**config.mk**
```make
export PLATFORM = sky130hd
export DESIGN_NAME = imem_loader
export DESIGN_NICKNAME = d
export VERILOG_FILES = /design/src/rtl/imem_loader.sv
export SDC_FILE = /design/constraint.sdc
export NUM_CORES = 1
export LEC_CHECK = 0
export CAP_MARGIN = 20
export CORE_MARGIN = 8
export CORE_UTILIZATION = 40
export CTS_CLUSTER_DIAMETER = 60
export DETAILED_ROUTE_END_ITERATION = 16
export MAX_ROUTING_LAYER = met4
export SLEW_MARGIN = 20
export SYNTH_ARGS = -nofsm -noshare
export SYNTH_HDL_FRONTEND = slang
export SYNTH_SLANG_ARGS = --single-unit
```
**constraint.sdc**
```tcl
create_clock -name CLK -period 3 [get_ports CLK]
set_clock_uncertainty 0.15 [all_clocks]
set_input_delay 0.6 -clock CLK [delete_from_list [all_inputs] [get_ports CLK]]
set_output_delay 0.6 -clock CLK [all_outputs]
set_load 0.01 [all_outputs]
```
**src/rtl/imem_loader.sv**
```systemverilog
// imem_loader: byte-stream program loader for the instruction memory.
//
// Accepts a framed program image over a valid/ready byte interface:
//   SYNC_BYTE, N_lo, N_hi, N*4 data bytes (LSB first per word), XOR checksum.
// Each completed word is written to the instruction memory write port, and
// the core is held in reset until a whole image with a good checksum is stored.
//
// Ports:
//   CLK, RST      - clock (rising edge), synchronous active-high reset
//   in_data       - stream byte
//   in_valid      - in_data valid
//   in_ready      - loader accepts a byte (transfer on in_valid && in_ready)
//   im_we         - instruction memory write strobe, one cycle per word
//   im_addr       - byte address of the word being written
//   im_wdata      - assembled instruction word
//   cpu_rst       - core reset, high while loading or after an error
//   done          - image loaded with good checksum, sticky until RST
//   error         - frame error, cleared by the next accepted SYNC_BYTE
//   words_loaded  - words written in the current frame
module imem_loader #(
    parameter int          MIPS_SIZE   = 32,
    parameter int          DEPTH_WORDS = 256,
    parameter logic [7:0]  SYNC_BYTE   = 8'hA5
) (
    input  logic                 CLK,
    input  logic                 RST,
    input  logic [7:0]           in_data,
    input  logic                 in_valid,
    output logic                 in_ready,
    output logic                 im_we,
    output logic [MIPS_SIZE-1:0] im_addr,
    output logic [MIPS_SIZE-1:0] im_wdata,
    output logic                 cpu_rst,
    output logic                 done,
    output logic                 error,
    output logic [15:0]          words_loaded
);

    localparam logic [15:0] DEPTH_N = 16'(DEPTH_WORDS);

    typedef enum logic [2:0] {
        IDLE, CNT_LO, CNT_HI, DATA, CHK, DONE, ERR
    } state_t;

    state_t      state, state_nxt;
    logic        xfer;
    logic        is_sync;
    logic [15:0] n_words;
    logic [15:0] n_hdr;
    logic [15:0] wl_inc;
    logic [1:0]  bcnt;
    logic [7:0]  csum;
    logic [23:0] lanes;

    assign xfer    = in_valid && in_ready;
    assign is_sync = (in_data == SYNC_BYTE);
    // Word count as it will be once the high byte currently on the bus lands.
    assign n_hdr   = {in_data, n_words[7:0]};
    assign wl_inc  = words_loaded + 16'd1;

    always_comb begin
        state_nxt = state;
        in_ready  = 1'b1;
        cpu_rst   = 1'b1;
        done      = 1'b0;
        error     = 1'b0;
        case (state)
            IDLE: begin
                if (xfer && is_sync) state_nxt = CNT_LO;
            end
            CNT_LO: begin
                if (xfer) state_nxt = CNT_HI;
            end
            CNT_HI: begin
                if (xfer) begin
                    if (n_hdr > DEPTH_N)     state_nxt = ERR;
                    else if (n_hdr == 16'd0) state_nxt = CHK;
                    else                     state_nxt = DATA;
                end
            end
            DATA: begin
                // Leave on the last byte itself so the checksum byte can follow
                // with no bubble while the final write strobe is in flight.
                if (xfer && bcnt == 2'd3 && wl_inc == n_words) state_nxt = CHK;
            end
            CHK: begin
                if (xfer) state_nxt = (in_data == csum) ? DONE : ERR;
            end
            DONE: begin
                in_ready = 1'b0;
                cpu_rst  = 1'b0;
                done     = 1'b1;
            end
            ERR: begin
                error = 1'b1;
                if (xfer && is_sync) state_nxt = CNT_LO;
            end
            default: state_nxt = IDLE;
        endcase
        if (RST) in_ready = 1'b0;
    end

    always_ff @(posedge CLK) begin
        if (RST) begin
            state        <= IDLE;
            bcnt         <= 2'd0;
            csum         <= 8'd0;
            n_words      <= 16'd0;
            lanes        <= 24'd0;
            words_loaded <= 16'd0;
            im_we        <= 1'b0;
            im_addr      <= '0;
            im_wdata     <= '0;
        end else begin
            state <= state_nxt;
            im_we <= 1'b0;
            if (xfer) begin
                case (state)
                    IDLE, ERR: begin
                        if (is_sync) begin
                            bcnt         <= 2'd0;
                            csum         <= 8'd0;
                            words_loaded <= 16'd0;
                        end
                    end
                    CNT_LO: n_words[7:0]  <= in_data;
                    CNT_HI: n_words[15:8] <= in_data;
                    DATA: begin
                        csum <= csum ^ in_data;
                        bcnt <= bcnt + 2'd1;
                        case (bcnt)
                            2'd0: lanes[7:0]   <= in_data;
                            2'd1: lanes[15:8]  <= in_data;
                            2'd2: lanes[23:16] <= in_data;
                            default: begin
                                im_we        <= 1'b1;
                                im_addr      <= MIPS_SIZE'({words_loaded, 2'b00});
                                im_wdata     <= MIPS_SIZE'({in_data, lanes});
                                words_loaded <= wl_inc;
                            end
                        endcase
                    end
                    default: ;
                endcase
            end
        end
    end

endmodule
```
==> results.toml, run 1 <==
[power]
peakVddDrop_mv = 0.3682
finalPower_mw = 3.684
powerDensity_nw_per_um2 = 515.3
p_leak_nw = 2.552

[setup_path]
crit_path_start_kind = "primary input"
crit_arrival_ps = 2970
reg2reg_from = "words_loaded[2]"
r2r_end = "state[2]"
critPathRequiredTime_ps = 3100
critPathMaxStageDelay_ps = 680
crit_path_top_delay_cell = "or4_1"
timing.reg2reg.setup_slack_ps = 320
crit_chain = "clkdlybuf4s50_1 -> or4_1 -> o41a_1 -> o21bai_1 -> nand2_1 -> o21ai_0 -> a21oi_1"
rr_worst_depth = 6
setup.worst_path.class = "primary input to flop"
critPathLaunch = "in_data[1]"
crit_end = "words_loaded[13]"
crit_path_end_kind = "flop"
critPathMaxFanout = 11

[global_route]
grtUsageTotal = 0.1759
grt_max_degree = 97
grt-ovfl-total = 0
antenna_found_initial = 0
grt_pass1_vias = 5089
grt_pass1_wl_mm = 25.25

[synth]
avgSynthCellArea_sq_um = 8.001
mappedNetlistArea_sq_um = 5673
ys_top_cells_by_area = "dfxtp_1 (42%), nand2_1 (9.5%), a21oi_1 (8.8%), nor2_1 (3.2%), mux2i_1 (3.2%)"
synth-async-reset-ratio = 0
synth_flop_cell = "dfxtp_1"
synth.distinct_cells = 63
synth_largest_area_cell = "dfxtp_1"
syn_inst = 709
synth_edf_count = 0
yosysWarningCount = 0
ys_ff_latch = 118
yosys.area.top_type_share = 0.4164
yosysSeqAreaShare = 0.4164

[clock_tree]
postCtsResizedCells = 0
cts_hold_buf = 0
post_cts_buffers = 0
cts_tree = "done"
insertion_delay_ps = 410
cts_root_buffer = "clkbuf_16"
clock-sinks = 118
cts_buffers = 17
cts_max_path_buffers = 2
htree_levels = 4
clkTransAtPathRegs_ps = 60

[timing]
fin_tns_setup_ps = 0
rsz0062_at_grt = "false"
fmax_mhz = 348.8
hold_violations = 0
period_needed_ps = 2867
setup_viol = 0
worstMarginPinSlew_ps = 990.0
drv_slew = 0
fin_crit_sh = 0.9558
slew_headroom = 0.3400

[finish]
diodes = 0
final_common_cell = "nand2_1"
drive_above_1_share = 0.1000
nets = 794
final_area_sq_um = 7151
fillers = 1327
final_cell_mix = "nand2_1 (142), dfxtp_1 (118), a21oi_1 (100), clkdlybuf4s50_1 (78), nor2_1 (48)"
syn2layout_area_growth_pct = 26.05

[detailed_routing]
routedWlPerCell_microns = 16.14
drt_wl_total_mm = 15.66
vias = 5169
antenna_left = 0
via_per_inst = 5.329
first_pass_iters = 5
initialDrtViolationCount = 420
drc_errors = 0

[die]
core-area_sq_um = 13880
die_h_microns = 135.1
rows = 43
die_w_microns = 135.1
dieArea_sq_um = 18250
start_util = 0.4087
io_pins = 96

[outcome]
status = "finished, final reports clean"

[hold_path]
min_path_type = "flop to flop"

[placed_design]
place_congestion = 0.8738
port_buffers = 79
dp_hpwl_mm = 10.70
placed_area_sq_um = 6555

[run]
drv_cap = 0
[critical path: cells and delay by family]
kind	cells	cell delay, ps
buffers and inverters	1	440
and+or+nand+nor	2	960
AOI/OAI and AO/OA	4	970
[worst min-delay path by stage]
stage                      startpoint           to  slack [ps]  depth (start not counted)
after detailed placement  im_addr[15]  im_addr[15]         300                          2
after global routing      im_addr[12]  im_addr[12]         330                          2
after CTS                 im_addr[15]  im_addr[15]         300                          2
final                     im_addr[15]  im_addr[15]         300                          2
after global placement     im_addr[8]   im_addr[8]         290                          2
after floorplan              lanes[0]  im_wdata[0]         280                          2
[per-layer routing]
metal  track usage  vias up  part of all wire
met5             -        -                 0
met2        0.2691      160              0.46
met1        0.2129     2443              0.45
li1              -     2537                 -
met3       0.04978       29             0.065
met4       0.07465        0             0.022
[logic make-up (layout without fill, tap and decap cells)]
group,count (synthesis),after routing,synth area share
mux,18,18,0.03176
other cells,1,16,0.0006610
compound gates,157,157,0.1551
buf+inv,83,149,0.08094
flops,118,118,0.4164
fa+ha+maj,6,6,0.01323
simple gates,299,299,0.2578
xor+xnor,27,27,0.04411
[report_power, final]
| part | switching, mW | leakage [nW] | internal, mW |
|---|---|---|---|
| logic | 0.0749 | 1.32 | 0.0300 |
| registers | 0.000174 | 0.950 | 1.57 |
| clock network | 0.725 | 0.277 | 1.29 |
[registers in the layout, summed over array words and instances, names as in the netlist, 2 cells and up]
register,count
im_wdata,32
state,3
csum,8
n_words,16
lanes,24
im_addr,16
bcnt,2
words_loaded,16
[final cells by class]
cell class / instances / area (sq um) / share of cell area
Sequential cell: 118 / 2362 / 0.3304
Tap cell: 180 / 225.2 / 0.03150
Timing Repair Buffer: 112 / 1036 / 0.1449
Multi-Input combinational cell: 523 / 2913 / 0.4073
Clock inverter: 11 / 125.1 / 0.01750
Inverter: 5 / 18.77 / 0.002625
Clock buffer: 21 / 470.5 / 0.06579
[synthesized netlist by cell type (4+ instances only)]
master / count
nand2_1: 143
dfxtp_1: 118
a21oi_1: 100
nor2_1: 49
clkbuf_1: 39
nand3_1: 32
o21ai_0: 25
mux2i_1: 18
buf_4: 17
nand3b_1: 15
xnor2_1: 14
xor2_1: 12
buf_2: 7
ha_1: 6
nor2b_1: 6
nor4_1: 6
or3_1: 6
or4_1: 6
buf_1: 5
buf_6: 5
nor3_1: 5
o31ai_1: 5
a22oi_1: 4
and3_1: 4
and3b_1: 4
inv_1: 4
nand4_1: 4
[stage by stage]
stage | hold slack (ps) | std cells | setup slack [ps] | util
CTS | 303.3 | 970 | 166.5 | 0.5151
finish | 301.8 | 970 | 132.7 | 0.5151
global route | 325.8 | 970 | 4.944 | 0.5151
detailed placement | 295.9 | 938 | -272.6 | 0.4722
global placement | 291.5 | 938 | -209.0 | 0.4722
floorplan | 282.1 | 724 | 239.8 | -
Note: power is estimated with default switching activity, not from simulation.
==> run 2: changes to the inputs <==
- CAP_MARGIN: 20 -> 10
- REMOVE_ABC_BUFFERS: default -> 1
- clock period: 3 -> 2.68 ns (I/O delays scaled with it)
==> run 2 against run 1 <==
Routed wire length increased by 0.59%. Clock power increased by 11%. Non-clock buffer count increased by 21. Total power increased by 12%. Combinational power increased by 21%. Core utilization increased by 1.3 points. Count of clock-buffer cells in the layout increased by 1. Register-to-register slack got worse by 230 ps. Flip-flop and latch count unchanged. First-iteration DRC count decreased by 21%. Sequential power increased by 12%. Final area increased by 2.6%. Critical path type unchanged. Largest cell class unchanged. Largest power group unchanged.
==> results.toml, run 2 (synthesis gave the netlist of run 1 again) <==
[timing]
fin_tns_setup_ps = 0
rsz0062_at_grt = "true"
period_needed_ps = 2588
fmax_mhz = 386.4
drv_slew = 0
hold_violations = 0
fin_crit_sh = 0.9657
slew_headroom = 0.6171
setup_viol = 0
timing.final.ws_setup_ps = 91.88
worstMarginPinSlew_ps = 574.3

[setup_path]
rr_worst_depth = 7
r2r_end = "state[2]"
critPathMaxFanout = 6
crit_path_end_kind = "flop"
timing.reg2reg.setup_slack_ps = 90
setup.worst_path.class = "primary input to flop"
crit_path_start_kind = "primary input"
crit_arrival_ps = 2770
critPathRequiredTime_ps = 2860
reg2reg_from = "words_loaded[0]"

[die]
die_w_microns = 135.1
io_pins = 96
die_h_microns = 135.1
dieArea_sq_um = 18250
core-area_sq_um = 13880
start_util = 0.4087
rows = 43

[power]
power_switching_mw = 0.9002
comb_power_share = 0.031
clock_power_share = 0.543
powerDensity_nw_per_um2 = 561.3
peakVddDrop_mv = 0.3760
swShare = 0.2186
p_int_mw = 3.218
finalPower_mw = 4.118
pwr-share-seq = 0.426
p_leak_nw = 2.670

[hold_path]
min_to = "im_wdata[13]"
hold_start = "im_wdata[13]"
min_path_type = "flop to flop"
holdPathStages = 2

[detailed_routing]
first_pass_iters = 4
routedWlPerCell_microns = 15.89
initialDrtViolationCount = 333
antenna_left = 0
drc_errors = 0
drt_wl_total_mm = 15.75
via_per_inst = 5.256
vias = 5209

[placed_design]
place_congestion = 0.8829
port_buffers = 79
place_ws_ps = -471.4
dp_hpwl_mm = 11.16

[clock_tree]
cts_hold_buf = 0
cts_root_buffer = "clkbuf_16"
insertion_delay_ps = 420
htree_levels = 4
clkTransAtPathRegs_ps = 50
post_cts_buffers = 0
clock-sinks = 118
cts_buffers = 17
cts_tree = "done"
cts_max_path_buffers = 2

[run]
drv_cap = 0

[global_route]
grt_pass1_wl_mm = 25.32
antenna_found_initial = 0
grt_max_degree = 55
grt_pass1_vias = 5072
grt-ovfl-total = 0
grtUsageTotal = 0.1778

[finish]
nets = 815
top_regs = "im_wdata (32), lanes (24)"
final_cell_mix = "nand2_1 (141), dfxtp_1 (117), a21oi_1 (100), clkdlybuf4s50_1 (78), buf_4 (53)"
multiInputGateArea_sq_um = 2925
final_common_cell = "nand2_1"
largest_register = "im_wdata"
largest_reg_flops = 32
syn2layout_area_growth_pct = 29.33
diodes = 0
drive_above_1_share = 0.1270
fillers = 1304
seq_area_sq_um = 2364

[outcome]
status = "finished, final reports clean"
==> run 2: changes by cell type in the layout (fill, tap and decap cells not counted), moves of 2 or more <==
| cell | change |
|---|---|
| buf_4 | +19 |
| clkinvlp_4 | -4 |
| inv_6 | +2 |
| buf_12 | +2 |
| clkbuf_1 | +2 |
==> run 2: stage by stage <==
| step | hold WS (ps) | std cells | utilization | cell area (sq um) |
|---|---|---|---|---|
| floorplan | 276.0 | 646 | - | 5289 |
| global placement | 290.2 | 959 | 0.4854 | 6738 |
| detailed placement | 296.5 | 959 | 0.4854 | 6738 |
| CTS | 304.2 | 991 | 0.5279 | 7327 |
| global route | 321.2 | 991 | 0.5286 | 7337 |
| finish | 301.8 | 991 | 0.5286 | 7337 |
==> run 2: how the worst max path moves through the flow <==
stage / from / end / slack, ps
floorplan: state[0] / words_loaded[0] / -1860
global placement: in_data[1] / words_loaded[13] / -430
detailed placement: in_data[1] / csum[6] / -470
CTS: words_loaded[0] / state[2] / 40
global route: words_loaded[0] / state[2] / -30
finish: in_data[1] / state[0] / 90
==> run 2: worst max-delay path, stage by stage <==
cell and delay [ps]:
clkdlybuf4s50_1 420, or4_4 600, or4_4 450, nor3_2 210, nor2_1 60, o31a_1 270
a211oi_1 220
==> run 2: repair_timing <==
action / 4_1_cts / 5_1_grt
gates resized for setup: 1 / 4
cloned: 0 / 0
setup endpoints to repair: 15 / 17
hold endpoints to repair: 0 / 0
==> run 2: metal layers <==
metal / up-vias / routed length, microns / track usage
li1: 2578 / - / -
met1: 2469 / 7120 / 0.2136
met3: 14 / 954 / 0.04643
met5: - / 0 / -
met4: 0 / 220 / 0.07033
met2: 148 / 7454 / 0.2790
==> run 2: cell type report <==
cell class	instances	area share
clock buffers	22	0.06327
clock inverters	10	0.01654
inverters	5	0.002558
multi-input cells	523	0.3987
flip-flops and latches	118	0.3221
well taps	180	0.03070
repair buffers	133	0.1661
==> run 2: power by group through the flow <==
stage / Combinational (mW) / Sequential [mW] / Clock, mW
global route: 0.135 / 1.75 / 2.34
CTS: 0.125 / 1.76 / 2.27
detailed placement: 0.124 / 1.79 / 0
global placement: 0.124 / 1.79 / 0
finish: 0.127 / 1.76 / 2.24
floorplan: 0.0258 / 1.79 / 0
==> run 3: changes to the inputs <==
- CORE_MARGIN: 8 -> default
- CORE_UTILIZATION: 40 -> 45
- PLACE_DENSITY: default -> 0.69
==> run 3 against run 2 <==
Core utilization grew 6.9 points. Hold slack lost 2.5 ps. Critical path depth is the same. Sequential share of layout area grew 0.30 points. Flip-flop and latch count is the same. Global-route usage grew 6.1 points. Register-to-register slack lost 70 ps. Count of clock-buffer cells in the layout is the same. First-iteration DRC count shrank 5.4%. Routed wire length shrank 7.1%. Final area shrank 0.99%. Critical endpoint is now state[2]. Largest cell class unchanged.
==> results.toml, run 3 (synthesis gave the netlist of run 1 again) <==
[outcome]
status = "finished, final reports clean"

[power]
swShare = 0.2111
finalPower_mw = 4.054
power_switching_mw = 0.8557
peakVddDrop_mv = 0.4690
clock_power_share = 0.536
p_int_mw = 3.198
p_leak_nw = 2.636
powerDensity_nw_per_um2 = 558.0
pwr-share-seq = 0.433
comb_power_share = 0.030

[clock_tree]
cts_tree = "done"
cts_max_path_buffers = 2
clock-sinks = 118
insertion_delay_ps = 420
cts_buffers = 17
cts_root_buffer = "clkbuf_16"
htree_levels = 4
cts_hold_buf = 0
clkTransAtPathRegs_ps = 50

[setup_path]
setup.worst_path.class = "flop to flop"
crit_path_start_kind = "flop"
crit_arrival_ps = 2850
crit_path_end_kind = "flop"
crit_path_top_delay_cell = "or4_4"
critPathRequiredTime_ps = 2870
path_delay_family = "simple AND/OR/NAND/NOR gates"
cp_num_buf_inv = 1
critPathMaxStageDelay_ps = 570
critPathMaxFanout = 8
crit_chain = "buf_4 -> nand4_4 -> nor4_4 -> xnor2_1 -> or4_4 -> or4b_1 -> a21oi_1"

[timing]
period_needed_ps = 2660
setup_viol = 0
rsz0062_at_grt = "true"
drv_slew = 0
worstMarginPinSlew_ps = 636.4
slew_headroom = 0.5757
hold_violations = 0
fmax_mhz = 375.9
fin_crit_sh = 0.9926
hold_ws_ps = 299.3

[global_route]
grt_max_degree = 64
antenna_found_initial = 0
grt-ovfl-total = 0
grt_pass1_wl_mm = 23.56
grtUsageTotal = 0.2390
grt_pass1_vias = 4843

[detailed_routing]
drt_wl_total_mm = 14.62
first_pass_iters = 5
via_per_inst = 5.361
routedWlPerCell_microns = 15.05
initialDrtViolationCount = 315
drc_errors = 0
antenna_left = 0
vias = 5211

[die]
start_util = 0.4665
io_pins = 96
die_h_microns = 114.3
dieArea_sq_um = 13060
rows = 40
core-area_sq_um = 12160
die_w_microns = 114.3

[finish]
final_common_cell = "nand2_1"
final_cell_mix = "nand2_1 (141), dfxtp_1 (118), a21oi_1 (100), clkdlybuf4s50_1 (78), nor2_1 (48)"
diodes = 0
syn2layout_area_growth_pct = 28.05
seq_area_sq_um = 2362
drive_above_1_share = 0.1182
largest_reg_flops = 32
multiInputGateArea_sq_um = 2933
top_regs = "im_wdata (32), lanes (24)"
largest_register = "im_wdata"
nets = 809
fillers = 1098

[hold_path]
min_path_type = "flop to flop"

[placed_design]
place_congestion = 0.9157
port_buffers = 79
dp_hpwl_mm = 10.05

[run]
drv_cap = 0
## run 3: cell count changes in the layout (fill, tap and decap cells not counted), moves of 2 or more
cell	delta
inv_6	-2
clkinv_2	+2
clkinvlp_4	+2
buf_4	-6
clkinv_4	-3
## run 3: power by group through the flow
stage	Clock (mW)	Combinational, mW	Sequential (mW)
3_3_place_gp	0	0.119	1.79
5_1_grt	2.30	0.131	1.75
4_1_cts	2.20	0.121	1.76
3_5_place_dp	0	0.121	1.79
2_1_floorplan	0	0.0258	1.79
6_report	2.17	0.124	1.76
## run 3: what timing repair did
item                       CTS  global route
pin swaps                    0             1
setup endpoints to repair   11            21
resized for setup            1             5
setup buffers                0             0
## run 3: worst register-to-register path, stage by stage, from the launching register on
cell,delay [ps]
dfxtp_1,340
buf_4,180
nand4_4,150
nor4_4,360
xnor2_1,140
or4_4,570
or4b_1,540
a21oi_1,150
## run 3: final timing paths
kind	slack [ps]	to	cells after the start	from
setup / recovery	20	state[2]	7	words_loaded[0]
hold / removal	300	im_wdata[13]	2	lanes[13]
setup reg to reg	20	state[2]	7	words_loaded[0]
hold reg to reg	300	im_wdata[13]	2	lanes[13]
## run 3: layer usage
| metal | wire [microns] | up-vias | GRT usage | part of all wire |
|---|---|---|---|---|
| li1 | - | 2563 | - | - |
| met1 | 6491 | 2461 | 0.2973 | 0.44 |
| met2 | 7024 | 156 | 0.3717 | 0.48 |
| met3 | 786 | 31 | 0.05558 | 0.054 |
| met4 | 320 | 0 | 0.1022 | 0.022 |
| met5 | 0 | - | - | 0 |
## run 3: layout make-up
cell class,instances,share of cell area
clock inverters,9,0.01412
multi-input cells,523,0.4037
inverters,5,0.002584
well taps,168,0.02894
repair buffers,127,0.1616
flip-flops and latches,118,0.3252
clock buffers,22,0.06390
## run 3: through the flow
step	TNS, ps	worst slack (ps)	utilization	cells	cell area [sq um]
floorplan	-116630	-1859	-	646	5289
global placement	-10120	-422.8	0.5491	941	6678
detailed placement	-11690	-499.3	0.5491	941	6678
CTS	0	7.768	0.5960	972	7248
global route	-104.0	-48.22	0.5973	972	7264
finish	0	19.75	0.5973	972	7264
